==> config.mk <==
export PLATFORM = sky130hd
export DESIGN_NAME = beam_search_ctrl_flat
export DESIGN_NICKNAME = d
export VERILOG_FILES = /design/src/rtl/beam_search_ctrl_if.sv /design/src/rtl/beam_search_ctrl.sv /design/src/flat_wrapper.sv
export SDC_FILE = /design/constraint.sdc
export NUM_CORES = 2
export LEC_CHECK = 0
export CAP_MARGIN = 20
export CORE_MARGIN = 2
export CORE_UTILIZATION = 51
export CTS_CLUSTER_SIZE = 28
export DETAILED_ROUTE_END_ITERATION = 16
export PLACE_DENSITY = 0.74
export SLEW_MARGIN = 20
export SYNTH_ARGS = -nofsm -noshare
export SYNTH_HDL_FRONTEND = slang
export SYNTH_SLANG_ARGS = --single-unit
==> constraint.sdc <==
create_clock -name clk_in -period 4.7 [get_ports clk_in]
set_input_delay 1.41 -clock clk_in [delete_from_list [all_inputs] [get_ports clk_in]]
set_output_delay 1.41 -clock clk_in [all_outputs]
set_load 0.02 [all_outputs]
==> src/rtl/beam_search_ctrl_if.sv <==
// Expand-request and neighbour-stream handshake between beam_search_ctrl and the fetch/distance datapath.
// master = search controller side, slave = graph_fetch/distance datapath side.
interface beam_search_ctrl_if #(
  parameter int ADDR_W = 32,
  parameter int DIST_W = 32
);
  logic              exp_req_valid_out;
  logic              exp_req_ready_in;
  logic [ADDR_W-1:0] exp_req_addr_out;
  logic              nb_valid_in;
  logic              nb_ready_out;
  logic [ADDR_W-1:0] nb_addr_in;
  logic [DIST_W-1:0] nb_dist_in;
  logic              nb_last_in;

  modport master (
    output exp_req_valid_out, exp_req_addr_out, nb_ready_out,
    input  exp_req_ready_in, nb_valid_in, nb_addr_in, nb_dist_in, nb_last_in
  );

  modport slave (
    input  exp_req_valid_out, exp_req_addr_out, nb_ready_out,
    output exp_req_ready_in, nb_valid_in, nb_addr_in, nb_dist_in, nb_last_in
  );
endinterface

==> src/rtl/beam_search_ctrl.sv <==
// Beam search controller: keeps a distance-sorted beam of L candidates, expands the closest
// unchecked one through the external fetch/distance pipeline and presents the best k results.
module beam_search_ctrl #(
  parameter int ADDR_W = 32,
  parameter int DIST_W = 32,
  parameter int L      = 8,
  parameter int ITER_W = 16,
  localparam int KW    = $clog2(L) + 1
) (
  input  logic                 clk_in,
  input  logic                 rst_n_in,
  input  logic                 start_in,
  input  logic                 abort_in,
  input  logic [ADDR_W-1:0]    entry_addr_in,
  input  logic [DIST_W-1:0]    entry_dist_in,
  input  logic [KW-1:0]        k_in,
  input  logic [ITER_W-1:0]    max_iter_in,
  beam_search_ctrl_if.master   bus,
  output logic [ADDR_W-1:0]    topk_addr_out [L],
  output logic [DIST_W-1:0]    topk_dist_out [L],
  output logic [KW-1:0]        topk_count_out,
  output logic                 valid_out,
  output logic                 busy_out,
  output logic [ITER_W-1:0]    iter_out,
  output logic [2:0]           state_out
);

  localparam int IW = $clog2(L);
  localparam logic [KW-1:0]     LK   = KW'(L);
  localparam logic [ITER_W-1:0] IMAX = '1;

  typedef enum logic [2:0] {
    S_IDLE   = 3'd0,
    S_SELECT = 3'd1,
    S_FETCH  = 3'd2,
    S_EXPAND = 3'd3,
    S_DONE   = 3'd4
  } state_t;

  state_t              state_q, state_d;
  logic [ADDR_W-1:0]   addr_q [L];
  logic [ADDR_W-1:0]   addr_d [L];
  logic [DIST_W-1:0]   dist_q [L];
  logic [DIST_W-1:0]   dist_d [L];
  logic [L-1:0]        chk_q, chk_d;
  logic [KW-1:0]       count_q, count_d;
  logic [ADDR_W-1:0]   sel_addr_q, sel_addr_d;
  logic [ITER_W-1:0]   iter_q, iter_d;
  logic [KW-1:0]       k_q, k_d;
  logic [ITER_W-1:0]   maxit_q, maxit_d;
  logic                valid_q, valid_d;
  logic [ADDR_W-1:0]   taddr_q [L];
  logic [ADDR_W-1:0]   taddr_d [L];
  logic [DIST_W-1:0]   tdist_q [L];
  logic [DIST_W-1:0]   tdist_d [L];
  logic [KW-1:0]       tcount_q, tcount_d;

  logic                found;
  logic [IW-1:0]       sel_idx;
  logic                dup;
  logic [KW-1:0]       ins_pos;

  always_comb begin
    state_d    = state_q;
    addr_d     = addr_q;
    dist_d     = dist_q;
    chk_d      = chk_q;
    count_d    = count_q;
    sel_addr_d = sel_addr_q;
    iter_d     = iter_q;
    k_d        = k_q;
    maxit_d    = maxit_q;
    valid_d    = valid_q;
    taddr_d    = taddr_q;
    tdist_d    = tdist_q;
    tcount_d   = tcount_q;
    found      = 1'b0;
    sel_idx    = '0;
    dup        = 1'b0;
    ins_pos    = count_q;
    bus.exp_req_valid_out = 1'b0;
    bus.nb_ready_out      = 1'b0;

    // Downward scans so the lowest matching index wins; ins_pos defaults to the tail.
    for (int i = L - 1; i >= 0; i--) begin
      if (KW'(i) < count_q) begin
        if (!chk_q[i]) begin
          found   = 1'b1;
          sel_idx = IW'(i);
        end
        if (addr_q[i] == bus.nb_addr_in) dup = 1'b1;
        if (dist_q[i] > bus.nb_dist_in) ins_pos = KW'(i);
      end
    end

    case (state_q)
      S_IDLE, S_DONE: begin
        if (start_in) begin
          for (int i = 0; i < L; i++) begin
            addr_d[i] = '0;
            dist_d[i] = '0;
          end
          chk_d     = '0;
          addr_d[0] = entry_addr_in;
          dist_d[0] = entry_dist_in;
          count_d   = KW'(1);
          iter_d    = '0;
          k_d       = (k_in > LK) ? LK : k_in;
          maxit_d   = max_iter_in;
          valid_d   = 1'b0;
          state_d   = S_SELECT;
        end
      end
      S_SELECT: begin
        if (abort_in) begin
          state_d = S_IDLE;
        end else if (!found || (maxit_q != '0 && iter_q == maxit_q)) begin
          state_d  = S_DONE;
          valid_d  = 1'b1;
          tcount_d = (k_q < count_q) ? k_q : count_q;
          for (int i = 0; i < L; i++) begin
            taddr_d[i] = (KW'(i) < tcount_d) ? addr_q[i] : '0;
            tdist_d[i] = (KW'(i) < tcount_d) ? dist_q[i] : '0;
          end
        end else begin
          sel_addr_d = addr_q[sel_idx];
          state_d    = S_FETCH;
        end
      end
      S_FETCH: begin
        bus.exp_req_valid_out = 1'b1;
        if (abort_in) begin
          state_d = S_IDLE;
        end else if (bus.exp_req_ready_in) begin
          for (int i = 0; i < L; i++) begin
            if (KW'(i) < count_q && addr_q[i] == sel_addr_q) chk_d[i] = 1'b1;
          end
          iter_d  = (iter_q == IMAX) ? iter_q : iter_q + ITER_W'(1);
          state_d = S_EXPAND;
        end
      end
      S_EXPAND: begin
        bus.nb_ready_out = 1'b1;
        if (abort_in) begin
          state_d = S_IDLE;
        end else begin
          // Stable insert: ties land after existing equals; a full beam evicts its tail.
          if (bus.nb_valid_in && !dup &&
              !(count_q == LK && bus.nb_dist_in >= dist_q[L-1])) begin
            for (int i = 1; i < L; i++) begin
              if (KW'(i) > ins_pos) begin
                addr_d[i] = addr_q[i-1];
                dist_d[i] = dist_q[i-1];
                chk_d[i]  = chk_q[i-1];
              end
            end
            for (int i = 0; i < L; i++) begin
              if (KW'(i) == ins_pos) begin
                addr_d[i] = bus.nb_addr_in;
                dist_d[i] = bus.nb_dist_in;
                chk_d[i]  = 1'b0;
              end
            end
            count_d = (count_q == LK) ? count_q : count_q + KW'(1);
          end
          if (bus.nb_last_in) state_d = S_SELECT;
        end
      end
      default: state_d = S_IDLE;
    endcase
  end

  always_ff @(posedge clk_in or negedge rst_n_in) begin
    if (!rst_n_in) begin
      state_q    <= S_IDLE;
      chk_q      <= '0;
      count_q    <= '0;
      sel_addr_q <= '0;
      iter_q     <= '0;
      k_q        <= '0;
      maxit_q    <= '0;
      valid_q    <= 1'b0;
      tcount_q   <= '0;
      for (int i = 0; i < L; i++) begin
        addr_q[i]  <= '0;
        dist_q[i]  <= '0;
        taddr_q[i] <= '0;
        tdist_q[i] <= '0;
      end
    end else begin
      state_q    <= state_d;
      chk_q      <= chk_d;
      count_q    <= count_d;
      sel_addr_q <= sel_addr_d;
      iter_q     <= iter_d;
      k_q        <= k_d;
      maxit_q    <= maxit_d;
      valid_q    <= valid_d;
      tcount_q   <= tcount_d;
      for (int i = 0; i < L; i++) begin
        addr_q[i]  <= addr_d[i];
        dist_q[i]  <= dist_d[i];
        taddr_q[i] <= taddr_d[i];
        tdist_q[i] <= tdist_d[i];
      end
    end
  end

  assign bus.exp_req_addr_out = sel_addr_q;
  assign topk_addr_out        = taddr_q;
  assign topk_dist_out        = tdist_q;
  assign topk_count_out       = tcount_q;
  assign valid_out            = valid_q;
  assign busy_out             = (state_q == S_SELECT) || (state_q == S_FETCH) || (state_q == S_EXPAND);
  assign iter_out             = iter_q;
  assign state_out            = state_q;

endmodule

==> src/flat_wrapper.sv <==
// flat-port wrapper written by rule: the top's interface ports become plain ports
module beam_search_ctrl_flat 
#(
  parameter int ADDR_W = 32,
  parameter int DIST_W = 32,
  parameter int L      = 8,
  parameter int ITER_W = 16,
  localparam int KW    = $clog2(L) + 1
)
  (clk_in, rst_n_in, start_in, abort_in, entry_addr_in, entry_dist_in, k_in, max_iter_in, topk_addr_out, topk_dist_out, topk_count_out, valid_out, busy_out, iter_out, state_out, bus_exp_req_valid_out, bus_exp_req_addr_out, bus_nb_ready_out, bus_exp_req_ready_in, bus_nb_valid_in, bus_nb_addr_in, bus_nb_dist_in, bus_nb_last_in);
  beam_search_ctrl_if #(.ADDR_W(ADDR_W), .DIST_W(DIST_W)) bus_i ();
  input  logic clk_in;
  input  logic rst_n_in;
  input  logic start_in;
  input  logic abort_in;
  input  logic [ADDR_W-1:0] entry_addr_in;
  input  logic [DIST_W-1:0] entry_dist_in;
  input  logic [KW-1:0] k_in;
  input  logic [ITER_W-1:0] max_iter_in;
  output logic [ADDR_W-1:0] topk_addr_out[L];
  output logic [DIST_W-1:0] topk_dist_out[L];
  output logic [KW-1:0] topk_count_out;
  output logic valid_out;
  output logic busy_out;
  output logic [ITER_W-1:0] iter_out;
  output logic [2:0] state_out;
  output wire logic [$bits(bus_i.exp_req_valid_out)-1:0] bus_exp_req_valid_out;
  output wire logic [$bits(bus_i.exp_req_addr_out)-1:0] bus_exp_req_addr_out;
  output wire logic [$bits(bus_i.nb_ready_out)-1:0] bus_nb_ready_out;
  input wire logic [$bits(bus_i.exp_req_ready_in)-1:0] bus_exp_req_ready_in;
  input wire logic [$bits(bus_i.nb_valid_in)-1:0] bus_nb_valid_in;
  input wire logic [$bits(bus_i.nb_addr_in)-1:0] bus_nb_addr_in;
  input wire logic [$bits(bus_i.nb_dist_in)-1:0] bus_nb_dist_in;
  input wire logic [$bits(bus_i.nb_last_in)-1:0] bus_nb_last_in;
  assign bus_exp_req_valid_out = bus_i.exp_req_valid_out;
  assign bus_exp_req_addr_out = bus_i.exp_req_addr_out;
  assign bus_nb_ready_out = bus_i.nb_ready_out;
  assign bus_i.exp_req_ready_in = bus_exp_req_ready_in;
  assign bus_i.nb_valid_in = bus_nb_valid_in;
  assign bus_i.nb_addr_in = bus_nb_addr_in;
  assign bus_i.nb_dist_in = bus_nb_dist_in;
  assign bus_i.nb_last_in = bus_nb_last_in;
  beam_search_ctrl #(.ADDR_W(ADDR_W), .DIST_W(DIST_W), .L(L), .ITER_W(ITER_W)) u_core (.clk_in(clk_in), .rst_n_in(rst_n_in), .start_in(start_in), .abort_in(abort_in), .entry_addr_in(entry_addr_in), .entry_dist_in(entry_dist_in), .k_in(k_in), .max_iter_in(max_iter_in), .bus(bus_i), .topk_addr_out(topk_addr_out), .topk_dist_out(topk_dist_out), .topk_count_out(topk_count_out), .valid_out(valid_out), .busy_out(busy_out), .iter_out(iter_out), .state_out(state_out));
endmodule
==> metrics <==
Max stage delay on crit path 510 ps; critical path required time 5330 ps; PD cells 431 nW/µm²; ys async rst share 100%; CTS H-tree lvls 3; Starting Density 51.2%; Slowest cell on crit path clkdlybuf4s50_1; Post-Syn Instances 6259; WL/cell 34.6 µm; vias in the first global route 56300; worst hold slack 479 ps; worst hold path class register to register; I/O pins 726; Worst Path Buf+Inv 8; fill count 9309; DRC 0; vias per cell 6.65; failing checks setup timing; EDFF count, synth 0; ANT nets after route 0; Finished Layout Cells 8898; Setup WS pre-CTS -1450 ps; Mapped Avg Cell Area 9.80 µm²; TritonCTS buffer count 119; R2R Setup Slk 140 ps; die width 351 µm; Hold Buf Count CTS 0; clk slew on worst S/H paths 60 ps; core area 120000 µm²; status finished with violations; Synth Register Bits 1112; leakage power 37.8 nW; P_int 21.2 mW; final hold violations 0; Initial DRT Pass Iterations 8; pins over their slew limit 0; Pwr Total 34.6 mW; count of final setup violators 1; dpl hpwl 226 mm; Critical Path AT 5360 ps; CTS tree yes; Net Count, Synth 6678; Worst path most repeated cell buf_4; area leader, netlist dfrtp_1; largest cells by area after synthesis dfrtp_1, mux2i_1, nand2_1; Relative slew margins 24.2%; Inst Count DP 8603; Max Clock Skew 21.9 ps; worst-margin pin slew 1140 ps; Routed WL 308 mm; via count 59200; Worst Path Max Fanout 8; share of layout cells above drive strength 1 16.3%; clock root buffer clkbuf_16; Comb power frac 36.0%; sequential area share after synthesis 45.4%; clk_lat worst skew 750 ps; post-synth cell types 83; Max Cap Viol 0; cells along the critical path clkdlybuf4s50_1, buf_12, buf_4, xor2_1, nor4_1, nand2_1, nor4_1, buf_4, nor4_4, buf_4, and4_4, o21ai_4, o31a_2, o21bai_4, buf_12, clkbuf_16, buf_4, a32o_1; final core utilization 67.1%; die area 123000 µm²; Setup Crit Path Kind input port to register; clock buffer depth 3; Ys Warns 0; most common flop cell mapped by yosys dfrtp_1; Rows 127; drt initial violations 8331; Sw Share 38.8%; Switching Power 13.4 mW; Final GP Congestion 1.08; Max Clock Freq 211 MHz; crit path launch type input port; first-pass GRT wire length 428 mm; P&R area growth vs syn 31.0%; largest net degree at the start of global routing 167; clock sink total 1112; peak supply drop 0.369 mV; min setup slack post-route -30.0 ps; nets 7596; Clk pwr share 28.8%; Final Cycle Share 101%; GRT Total Usage 48.9%; post-synth top area share 45.4%; port bufs 725; delay-heaviest family, CP buffers and inverters; Post-Syn Area 61300 µm²; gr ovfl total 0; part of the power in registers 35.1%; Crit. End Element register; die height 351 µm; clock period minus worst slack 4730 ps; initial antenna violation count 26
[metrics by stage]
step	TNS, ps	area, µm²
6_report	-30.0	80300
5_1_grt	-18.0	80300
4_1_cts	0	79700
3_5_place_dp	-647100	74600
3_3_place_gp	-715710	74600
2_1_floorplan	0	61400
[worst register-to-register path: cells and delay by family (launching register included)]
| kind | cells | cell delay, ps |
|---|---|---|
| compound gates | 4 | 930 |
| xor+xnor | 1 | 350 |
| flops | 1 | 1090 |
| buf+inv | 4 | 860 |
| simple gates | 4 | 900 |
| mux | 1 | 310 |
[state kept, by name (all words and copies together), names as in the netlist]
register,flops
u_core.k_q,4
u_core.valid_out,1
u_core.state_out,3
u_core.count_q,4
u_core.chk_q,8
u_core.iter_out,16
u_core.topk_count_out,4
u_core.topk_addr_out,256
u_core.maxit_q,16
u_core.bus.exp_req_addr_out,32
u_core.dist_q,256
u_core.addr_q,256
u_core.topk_dist_out,256
[final cells by class]
type	count	area [µm²]	share of cell area (%)
diodes	11	27.5	0.0343
repair buffers	1466	14700	18.3
flip-flops and latches	1112	27800	34.6
multi-input cells	4388	31300	39.0
clock buffers	154	3310	4.12
inverters	90	340	0.424
well taps	1612	2020	2.51
clock inverters	65	786	0.978
[repair_timing]
item / 4_1_cts / 5_1_grt
setup buffers: 35 / 17
pin swaps: 53 / 43
gates cloned: 8 / 6
resized for setup: 130 / 93
endpoints found under the setup margin: 523 / 520
[path summary, 6_finish.rpt]
path	cells past startpoint	endpoint	from
worst max register to register	14	u_core.dist_q[230]	u_core.addr_q[188]
worst min register to register	2	u_core.topk_dist_out[18]	u_core.topk_dist_out[18]
min in group asynchronous	1	u_core.topk_dist_out[8]	rst_n_in
worst max-delay path	18	u_core.chk_q[0]	bus_nb_addr_in[12]
worst min-delay path	2	u_core.topk_dist_out[18]	u_core.topk_dist_out[18]
max in group asynchronous	2	u_core.topk_dist_out[182]	rst_n_in
[synth_stat cells (all sizes together), types with 7 or more instances]
library cell and n:
nand2 1127, dfrtp 1112, o21ai 556, clkbuf 474
mux2i 452, a22o 384, xor2 356, ha 264
buf 195, xnor2 185, o2bb2ai 130, a21oi 121
nand4 118, nand3 116, nor4 114, inv 90
mux2 64, nor2 59, a31oi 45, and3 42
a311oi 34, nor3 33, a21o 27, o211ai 15
o21a 13, a211oi 11, and4 10, nor2b 9
and2 8, a2111oi 7
[kinds of logic (layout without fill, tap and decap cells)]
| group | after synthesis | after routing | synth area share, % |
|---|---|---|---|
| compound gates | 1405 | 1405 | 15.7 |
| xor+xnor | 541 | 541 | 7.73 |
| fa+ha+maj | 264 | 264 | 5.39 |
| buf+inv | 759 | 1775 | 5.05 |
| flops | 1112 | 1112 | 45.4 |
| mux | 516 | 516 | 8.86 |
| other cells | 0 | 11 | 0 |
| simple gates | 1662 | 1662 | 11.9 |
[cell usage in the layout, fill, tap and decap left out, drive strengths merged, types with 13 or more instances in the layout]
master,Yosys,final
buf,195,735
clkdlybuf4s50,0,692
xnor2,185,185
mux2i,452,452
a21o,27,27
o2bb2ai,130,130
inv,90,93
and3,42,42
o21ai,556,556
clkbuf,474,172
nand4,118,118
nor4,114,114
o21a,13,13
nor2,59,59
ha,264,264
nor3,33,33
a311oi,34,34
mux2,64,64
a31oi,45,45
xor2,356,356
o211ai,15,15
a22o,384,384
nand2,1127,1127
a21oi,121,121
nand3,116,116
bufinv,0,13
clkinv,0,39
dfrtp,1112,1112
[metal layers]
metal	wire length, µm	track usage, %	share of wire, %
met1	116000	64.4	38
met4	20900	25.9	6.8
met5	211	0.235	0.069
met3	43300	17.7	14
met2	127000	70.3	41
[power groups by stage]
| stage | Clock, mW | Combinational, mW | Sequential [mW] |
|---|---|---|---|
| floorplan | 0 | 5.61 | 11.8 |
| global placement | 0 | 11.2 | 12.1 |
| detailed placement | 0 | 11.3 | 12.1 |
| CTS | 9.95 | 11.8 | 12.0 |
| global route | 10.3 | 12.8 | 12.1 |
| finish | 9.97 | 12.5 | 12.1 |
Power figures use the tool's default switching activity.
